--- src/rtl/ks_split_16bit_seq_pkg.sv ---
`default_nettype none
// ============================================================================
// Module   : ks_pkg
// Brief    : Shared constants, tag encoding and FSM state type for the GF(2)
//            Karatsuba operand splitter and its combiner-side collector.
// Revision : 1.0 - initial release
// ============================================================================
package ks_pkg;

  localparam int HALF_W = 8;
  localparam int TAG_W  = 2;
  localparam int ID_W   = 4;

  // Tags map onto the combiner inputs: LO -> z0, HI -> z2, MID -> z1.
  localparam logic [TAG_W-1:0] TAG_LO  = 2'd0;
  localparam logic [TAG_W-1:0] TAG_HI  = 2'd1;
  localparam logic [TAG_W-1:0] TAG_MID = 2'd2;

  typedef enum logic [1:0] {
    ST_IDLE = 2'd0,
    ST_LO   = 2'd1,
    ST_HI   = 2'd2,
    ST_MID  = 2'd3
  } state_t;

endpackage : ks_pkg
`default_nettype wire

--- src/rtl/ks_split_16bit_seq_if.sv ---
`default_nettype none
// ============================================================================
// Module   : ks_split_16bit_seq_if
// Brief    : Request channel and sub-job channel of the Karatsuba splitter.
//            slave = splitter view, master = requester/multiplier view.
// Revision : 1.0 - initial release
// ============================================================================
interface ks_split_16bit_seq_if
  import ks_pkg::*;
#(
  parameter int HALF_W = ks_pkg::HALF_W,
  parameter int TAG_W  = ks_pkg::TAG_W
);
  // Request side
  logic                  in_valid;
  logic                  in_ready;
  logic [2*HALF_W-1:0]   in_a;
  logic [2*HALF_W-1:0]   in_b;
  logic [ID_W-1:0]       in_id;
  // Sub-job side
  logic                  job_valid;
  logic                  job_ready;
  logic [HALF_W-1:0]     job_a;
  logic [HALF_W-1:0]     job_b;
  logic [TAG_W-1:0]      job_tag;
  logic [ID_W-1:0]       job_id;
  logic                  job_last;

  modport slave (
    input  in_valid, in_a, in_b, in_id, job_ready,
    output in_ready, job_valid, job_a, job_b, job_tag, job_id, job_last
  );

  modport master (
    output in_valid, in_a, in_b, in_id, job_ready,
    input  in_ready, job_valid, job_a, job_b, job_tag, job_id, job_last
  );

endinterface : ks_split_16bit_seq_if
`default_nettype wire

--- src/rtl/ks_split_16bit_seq.sv ---
`default_nettype none
// ============================================================================
// Module   : ks_split_16bit_seq
// Brief    : Splits one 16x16 carry-less multiply into LO, HI and MID 8x8
//            sub-jobs issued in that order over a valid/ready channel.
// Revision : 1.0 - initial release
// ============================================================================
module ks_split_16bit_seq
  import ks_pkg::*;
(
  input  wire                    clk,
  input  wire                    rst,
  ks_split_16bit_seq_if.slave    bus
);

  localparam int c_OP_W = 2 * HALF_W;

  state_t                r_state;
  state_t                w_state_nxt;
  logic                  w_in_ready;
  logic                  w_capture;

  logic [c_OP_W-1:0]     r_a;
  logic [c_OP_W-1:0]     r_b;
  logic [ID_W-1:0]       r_id;
  logic [c_OP_W-1:0]     w_a_nxt;
  logic [c_OP_W-1:0]     w_b_nxt;
  logic [ID_W-1:0]       w_id_nxt;

  logic                  r_job_valid;
  logic [HALF_W-1:0]     r_job_a;
  logic [HALF_W-1:0]     r_job_b;
  logic [TAG_W-1:0]      r_job_tag;
  logic [ID_W-1:0]       r_job_id;
  logic                  r_job_last;
  logic                  w_job_valid;
  logic [HALF_W-1:0]     w_job_a;
  logic [HALF_W-1:0]     w_job_b;
  logic [TAG_W-1:0]      w_job_tag;
  logic                  w_job_last;

  // State register.
  always_ff @(posedge clk) begin
    if (rst) r_state <= ST_IDLE;
    else     r_state <= w_state_nxt;
  end

  // Next state, request acceptance, and next values of the registered job
  // outputs (derived from next state and next captured operands so the job
  // fields line up with the state they describe).
  always_comb begin
    w_state_nxt = r_state;
    w_in_ready  = 1'b0;
    w_capture   = 1'b0;
    unique case (r_state)
      ST_IDLE: begin
        w_in_ready = 1'b1;
        if (bus.in_valid) begin
          w_capture   = 1'b1;
          w_state_nxt = ST_LO;
        end
      end
      ST_LO:  if (bus.job_ready) w_state_nxt = ST_HI;
      ST_HI:  if (bus.job_ready) w_state_nxt = ST_MID;
      ST_MID: begin
        if (bus.job_ready) begin
          w_in_ready = 1'b1;
          if (bus.in_valid) begin
            w_capture   = 1'b1;
            w_state_nxt = ST_LO;
          end else begin
            w_state_nxt = ST_IDLE;
          end
        end
      end
      default: w_state_nxt = ST_IDLE;
    endcase

    w_a_nxt  = w_capture ? bus.in_a  : r_a;
    w_b_nxt  = w_capture ? bus.in_b  : r_b;
    w_id_nxt = w_capture ? bus.in_id : r_id;

    w_job_valid = 1'b0;
    w_job_a     = '0;
    w_job_b     = '0;
    w_job_tag   = TAG_LO;
    w_job_last  = 1'b0;
    unique case (w_state_nxt)
      ST_LO: begin
        w_job_valid = 1'b1;
        w_job_a     = w_a_nxt[HALF_W-1:0];
        w_job_b     = w_b_nxt[HALF_W-1:0];
        w_job_tag   = TAG_LO;
      end
      ST_HI: begin
        w_job_valid = 1'b1;
        w_job_a     = w_a_nxt[c_OP_W-1:HALF_W];
        w_job_b     = w_b_nxt[c_OP_W-1:HALF_W];
        w_job_tag   = TAG_HI;
      end
      ST_MID: begin
        w_job_valid = 1'b1;
        w_job_a     = w_a_nxt[HALF_W-1:0] ^ w_a_nxt[c_OP_W-1:HALF_W];
        w_job_b     = w_b_nxt[HALF_W-1:0] ^ w_b_nxt[c_OP_W-1:HALF_W];
        w_job_tag   = TAG_MID;
        w_job_last  = 1'b1;
      end
      default: ;
    endcase
  end

  // Operand capture and registered job outputs; the id is only shown while
  // a job is valid so idle outputs match the reset values.
  always_ff @(posedge clk) begin
    if (rst) begin
      r_a         <= '0;
      r_b         <= '0;
      r_id        <= '0;
      r_job_valid <= 1'b0;
      r_job_a     <= '0;
      r_job_b     <= '0;
      r_job_tag   <= '0;
      r_job_id    <= '0;
      r_job_last  <= 1'b0;
    end else begin
      r_a         <= w_a_nxt;
      r_b         <= w_b_nxt;
      r_id        <= w_id_nxt;
      r_job_valid <= w_job_valid;
      r_job_a     <= w_job_a;
      r_job_b     <= w_job_b;
      r_job_tag   <= w_job_tag;
      r_job_id    <= w_job_valid ? w_id_nxt : '0;
      r_job_last  <= w_job_last;
    end
  end

  assign bus.in_ready  = w_in_ready;
  assign bus.job_valid = r_job_valid;
  assign bus.job_a     = r_job_a;
  assign bus.job_b     = r_job_b;
  assign bus.job_tag   = r_job_tag;
  assign bus.job_id    = r_job_id;
  assign bus.job_last  = r_job_last;

endmodule : ks_split_16bit_seq
`default_nettype wire

--- src/flat_wrapper.sv ---
// flat-port wrapper written by rule: the top's interface ports become plain ports
module ks_split_16bit_seq_flat import ks_pkg::*;
  (clk, rst, bus_in_valid, bus_in_a, bus_in_b, bus_in_id, bus_job_ready, bus_in_ready, bus_job_valid, bus_job_a, bus_job_b, bus_job_tag, bus_job_id, bus_job_last);
  ks_split_16bit_seq_if bus_i ();
  input  wire clk;
  input  wire rst;
  input wire logic [$bits(bus_i.in_valid)-1:0] bus_in_valid;
  input wire logic [$bits(bus_i.in_a)-1:0] bus_in_a;
  input wire logic [$bits(bus_i.in_b)-1:0] bus_in_b;
  input wire logic [$bits(bus_i.in_id)-1:0] bus_in_id;
  input wire logic [$bits(bus_i.job_ready)-1:0] bus_job_ready;
  output wire logic [$bits(bus_i.in_ready)-1:0] bus_in_ready;
  output wire logic [$bits(bus_i.job_valid)-1:0] bus_job_valid;
  output wire logic [$bits(bus_i.job_a)-1:0] bus_job_a;
  output wire logic [$bits(bus_i.job_b)-1:0] bus_job_b;
  output wire logic [$bits(bus_i.job_tag)-1:0] bus_job_tag;
  output wire logic [$bits(bus_i.job_id)-1:0] bus_job_id;
  output wire logic [$bits(bus_i.job_last)-1:0] bus_job_last;
  assign bus_i.in_valid = bus_in_valid;
  assign bus_i.in_a = bus_in_a;
  assign bus_i.in_b = bus_in_b;
  assign bus_i.in_id = bus_in_id;
  assign bus_i.job_ready = bus_job_ready;
  assign bus_in_ready = bus_i.in_ready;
  assign bus_job_valid = bus_i.job_valid;
  assign bus_job_a = bus_i.job_a;
  assign bus_job_b = bus_i.job_b;
  assign bus_job_tag = bus_i.job_tag;
  assign bus_job_id = bus_i.job_id;
  assign bus_job_last = bus_i.job_last;
  ks_split_16bit_seq u_core (.clk(clk), .rst(rst), .bus(bus_i));
endmodule
--- config.mk ---
export PLATFORM = sky130hd
export DESIGN_NAME = ks_split_16bit_seq_flat
export DESIGN_NICKNAME = d
export VERILOG_FILES = /design/src/rtl/ks_split_16bit_seq_pkg.sv /design/src/rtl/ks_split_16bit_seq_if.sv /design/src/rtl/ks_split_16bit_seq.sv /design/src/flat_wrapper.sv
export SDC_FILE = /design/constraint.sdc
export NUM_CORES = 1
export LEC_CHECK = 0
export BUFFER_PORTS_ARGS = -buffer_cell sky130_fd_sc_hd__buf_2
export CORE_MARGIN = 5
export CORE_UTILIZATION = 55
export DETAILED_ROUTE_END_ITERATION = 16
export GPL_TIMING_DRIVEN = 0
export PLACE_DENSITY = 0.84
export SYNTH_ARGS = -nofsm -noshare
export SYNTH_HDL_FRONTEND = slang
export SYNTH_SLANG_ARGS = --single-unit
--- constraint.sdc ---
create_clock -name clk -period 5.58 [get_ports clk]
set_clock_uncertainty 0.15 [all_clocks]
set_input_delay 1.116 -clock clk [delete_from_list [all_inputs] [get_ports clk]]
set_output_delay 1.116 -clock clk [all_outputs]
set_load 0.02 [all_outputs]
==> metrics.md <==
| Metric | Value |
|---|---|
| Initial Util | 57.0% |
| CORE AREA | 4350 um2 |
| Cells after synthesis | 233 |
| Share of layout cells above drive strength 1 | 31.6% |
| Via-to-Cell Ratio | 5.32 |
| Post-route ant nets | 0 |
| Vias | 1926 |
| Buffers on Ports | 63 |
| Yosys warns | 0 |
| Crit path launch | bus_job_ready |
| CTS max path bufs | 2 |
| Grt total ovfl | 0 |
| Drt total wl | 5540 um |
| Clock power share | 24.6% |
| Simple-Gate Fraction of Synth Area | 11.2% |
| CTS tree | built |
| Flop pwr share | 37.6% |
| Leakage | 1.30 nW |
| Fin. Hold Viols | 0 |
| Clock root cell | clkbuf_8 |
| Setup ws final | 2690 ps |
| Final Util | 69.7% |
| Routability cong. | 0.790 |
| Drt initial violations | 119 |
| Vias in the first global route | 1902 |
| Synth Area in XOR/XNOR | 0% |
| Max_slew headroom | 64.3% |
| Fmax | 346 MHz |
| Most common cell in the netlist | dfxtp_1 |
| Synth Area in Compound Gates | 15.7% |
| HPWL after DPL | 4020 um |
| Multi-input gate area | 1120 um2 |
| Drt first pass iters | 5 |
| Worst flop-to-flop path endpoint | u_core.bus.job_b[2] |
| Initial antenna violation count | 0 |
| Crit path cell chain | buf_2 > a21oi_2 > nor2_1 > buf_2 |
| CP Max Fanout | 6 |
| Fillers | 330 |
| Worst path slowest cell | a21oi_2 |
| Stages on worst setup path | 4 |
| Die area | 5960 um2 |
| R2R Setup Slk | 3180 ps |
| FP Rows | 24 |
| Post-CTS Hold Buffers | 0 |
| CTS H-tree depth | 3 |
| Most instantiated cells after synthesis | 62 x dfxtp_1, 25 x nor2_1, 20 x mux2i_1, 18 x nor2b_1, 17 x a21oi_1 |
| I/O pin cnt | 65 |
| Max-cap violation count | 0 |
| Pwr per Cell Area | 478 nW/um2 |
| Sum Neg Setup Slack | 0 ps |
| Worst Setup EP | bus_in_ready |
| First-pass GRT wire length | 8980 um |
| Synth Flop Type | dfxtp_1 |
| Global-route usage over all layers | 19.3% |
| Comb pwr share | 37.7% |
| Int Power | 948 uW |
| CTS Sinks | 62 |
| Sw Ratio | 34.7% |
| Yosys top cell area share | 50.0% |
| # DRC | 0 |
| Crit Path Category | input pin to primary output |
| Mapped cell area | 2480 um2 |
| Minimum clock period | 2890 ps |
| Slew at the pin with the worst max-slew slack | 535 ps |
| Register Area | 1240 um2 |
| Post-CTS sizing | 0 |
| Worst Path Arrival | 1630 ps |
| Worst r2r src | u_core.r_state[0] |
| Net Switching | 503 uW |
| Crit-path most repeated cell | buf_2 |
| Syn_nets | 279 |
| ANT cells | 0 |
| Largest family of logic cells by synthesized area | compound AO/OA/AOI/OAI gates |
| Slew Viols, Final | 0 |
| HP Class | flop to flop |
| Post-synthesis sequential area ratio | 50.0% |
| Routed wire per std cell | 15.3 um |
| EDFF count, synth | 0 |
| Clk_lat worst skew | 340 ps |
| Largest net degree at the start of global routing | 11 |
| Die W | 77.2 um |
| Die H | 77.2 um |
| Period Utilization, post-route | 51.8% |
| Largest delay share family, worst path | buffers and inverters |
| Fin nets | 353 |
| Post-CTS Setup Inserts | 0 |
| Setup-failing EPs final | 0 |
| CP Data Required Time | 4310 ps |
| FFs w/ async S/R, synth | 0% |
| RSZ-0062 raised after global routing | no |
| Type of origin of the critical path | input pin |
| Worst Path Buf+Inv | 2 |
| Worst setup EP type | primary output |
| Synth cell types | 24 |
| Synth area leaders | dfxtp_1 50%, mux2i_1 8.1%, mux2_2 7.3%, a211o_1 5.6%, o211ai_1 4.8% |
| Area delta synth->final | 22.2% |
| Worst-path clk slew | 60 ps |
| Critical path's largest stage delay | 170 ps |
| Syn avg cell area | 10.7 um2 |
| Seq cells post-synth | 62 |
| Max VDD drop | 0.279 mV |
| Total CTS buffers | 9 |
| Synth area leader | dfxtp_1 |
| Mux contribution to synthesized area | 15.3% |
| Pre-CTS setup slack | 2680 ps |
| Status | finished, final reports clean |
| Reg2Reg Depth | 8 |
| Adder-Cell Fraction of Synth Area | 3.02% |
[kinds of logic after synthesis]
logic type	Yosys count
flops	62
buf+inv	20
mux	36
fa+ha+maj	6
simple gates	55
compound gates	54
[layer usage]
metal | vias to the layer above | GRT usage (%) | routed length, um
met5 | - | 0 | 0
met4 | 0 | 10.8 | 157
met3 | 16 | 8.55 | 481
met2 | 71 | 27.6 | 2480
met1 | 869 | 24.1 | 2410
li1 | 970 | - | -
[power by group through the flow]
stage / logic, mW / clock network, mW / registers (mW)
2_1_floorplan: 0.369 / 0 / 0.596
3_3_place_gp: 0.534 / 0 / 0.553
3_5_place_dp: 0.547 / 0 / 0.556
4_1_cts: 0.549 / 0.365 / 0.547
5_1_grt: 0.598 / 0.388 / 0.554
6_report: 0.547 / 0.358 / 0.546
[layout make-up]
| type | count | share of cell area, % |
|---|---|---|
| Inverter | 2 | 0.247 |
| Buffer | 18 | 3.71 |
| Clock inverter | 2 | 1.15 |
| Timing Repair Buffer | 63 | 10.4 |
| Tap cell | 52 | 2.14 |
| Multi-Input combinational cell | 151 | 37.0 |
| Sequential cell | 62 | 40.9 |
| Clock buffer | 12 | 4.45 |
[registers in the layout (all words and copies together) (netlist names), 2 cells and up]
signal / cells
u_core.r_a: 16
u_core.r_state: 2
u_core.bus.job_b: 8
u_core.bus.job_id: 4
u_core.bus.job_a: 8
u_core.r_id: 4
u_core.bus.job_tag: 2
u_core.r_b: 16
[layout by cell type (no fill, tap or decap)]
cell       instances
buf_2             63
dfxtp_1           62
nor2_1            25
mux2i_1           20
nor2b_1           18
a21oi_1           17
mux2_2            16
o211ai_1          16
a211o_1           16
clkbuf_1          14
clkbuf_8           9
buf_6              6
ha_1               6
nor3_1             5
inv_1              2
nand2_1            2
and2_1             2
a21oi_2            1
nor3b_2            1
o2bb2ai_1          1
nand2b_1           1
nand3b_1           1
a22oi_1            1
o32a_1             1
o22a_1             1
buf_1              1
bufinv_16          1
clkinv_2           1
[worst min-delay path: cells and delay by family, from the launching register on]
family	cells	cell delay [ps]
simple gates	1	80
mux	1	80
flops	1	300
[worst min-delay path by stage]
stage,cells past startpoint,startpoint,to,slack [ps]
2_1_floorplan,2,u_core.r_id[0],u_core.r_id[0],310
3_3_place_gp,2,u_core.r_id[0],u_core.r_id[0],320
3_5_place_dp,2,u_core.r_id[0],u_core.r_id[0],340
4_1_cts,2,u_core.r_id[0],u_core.r_id[0],350
5_1_grt,2,u_core.r_id[0],u_core.r_id[0],390
6_report,2,u_core.r_id[1],u_core.r_id[1],350
[through the flow]
stage	hold WS (ps)	power, mW	cell area, um2	instances
after global routing	390	1.54	3030	362
after CTS	353	1.46	3030	362
after detailed placement	339	1.10	2860	348
after floorplan	305	0.964	2480	233
after global placement	318	1.09	2860	348
final	352	1.45	3030	362
(Power assumes the default switching activity.)
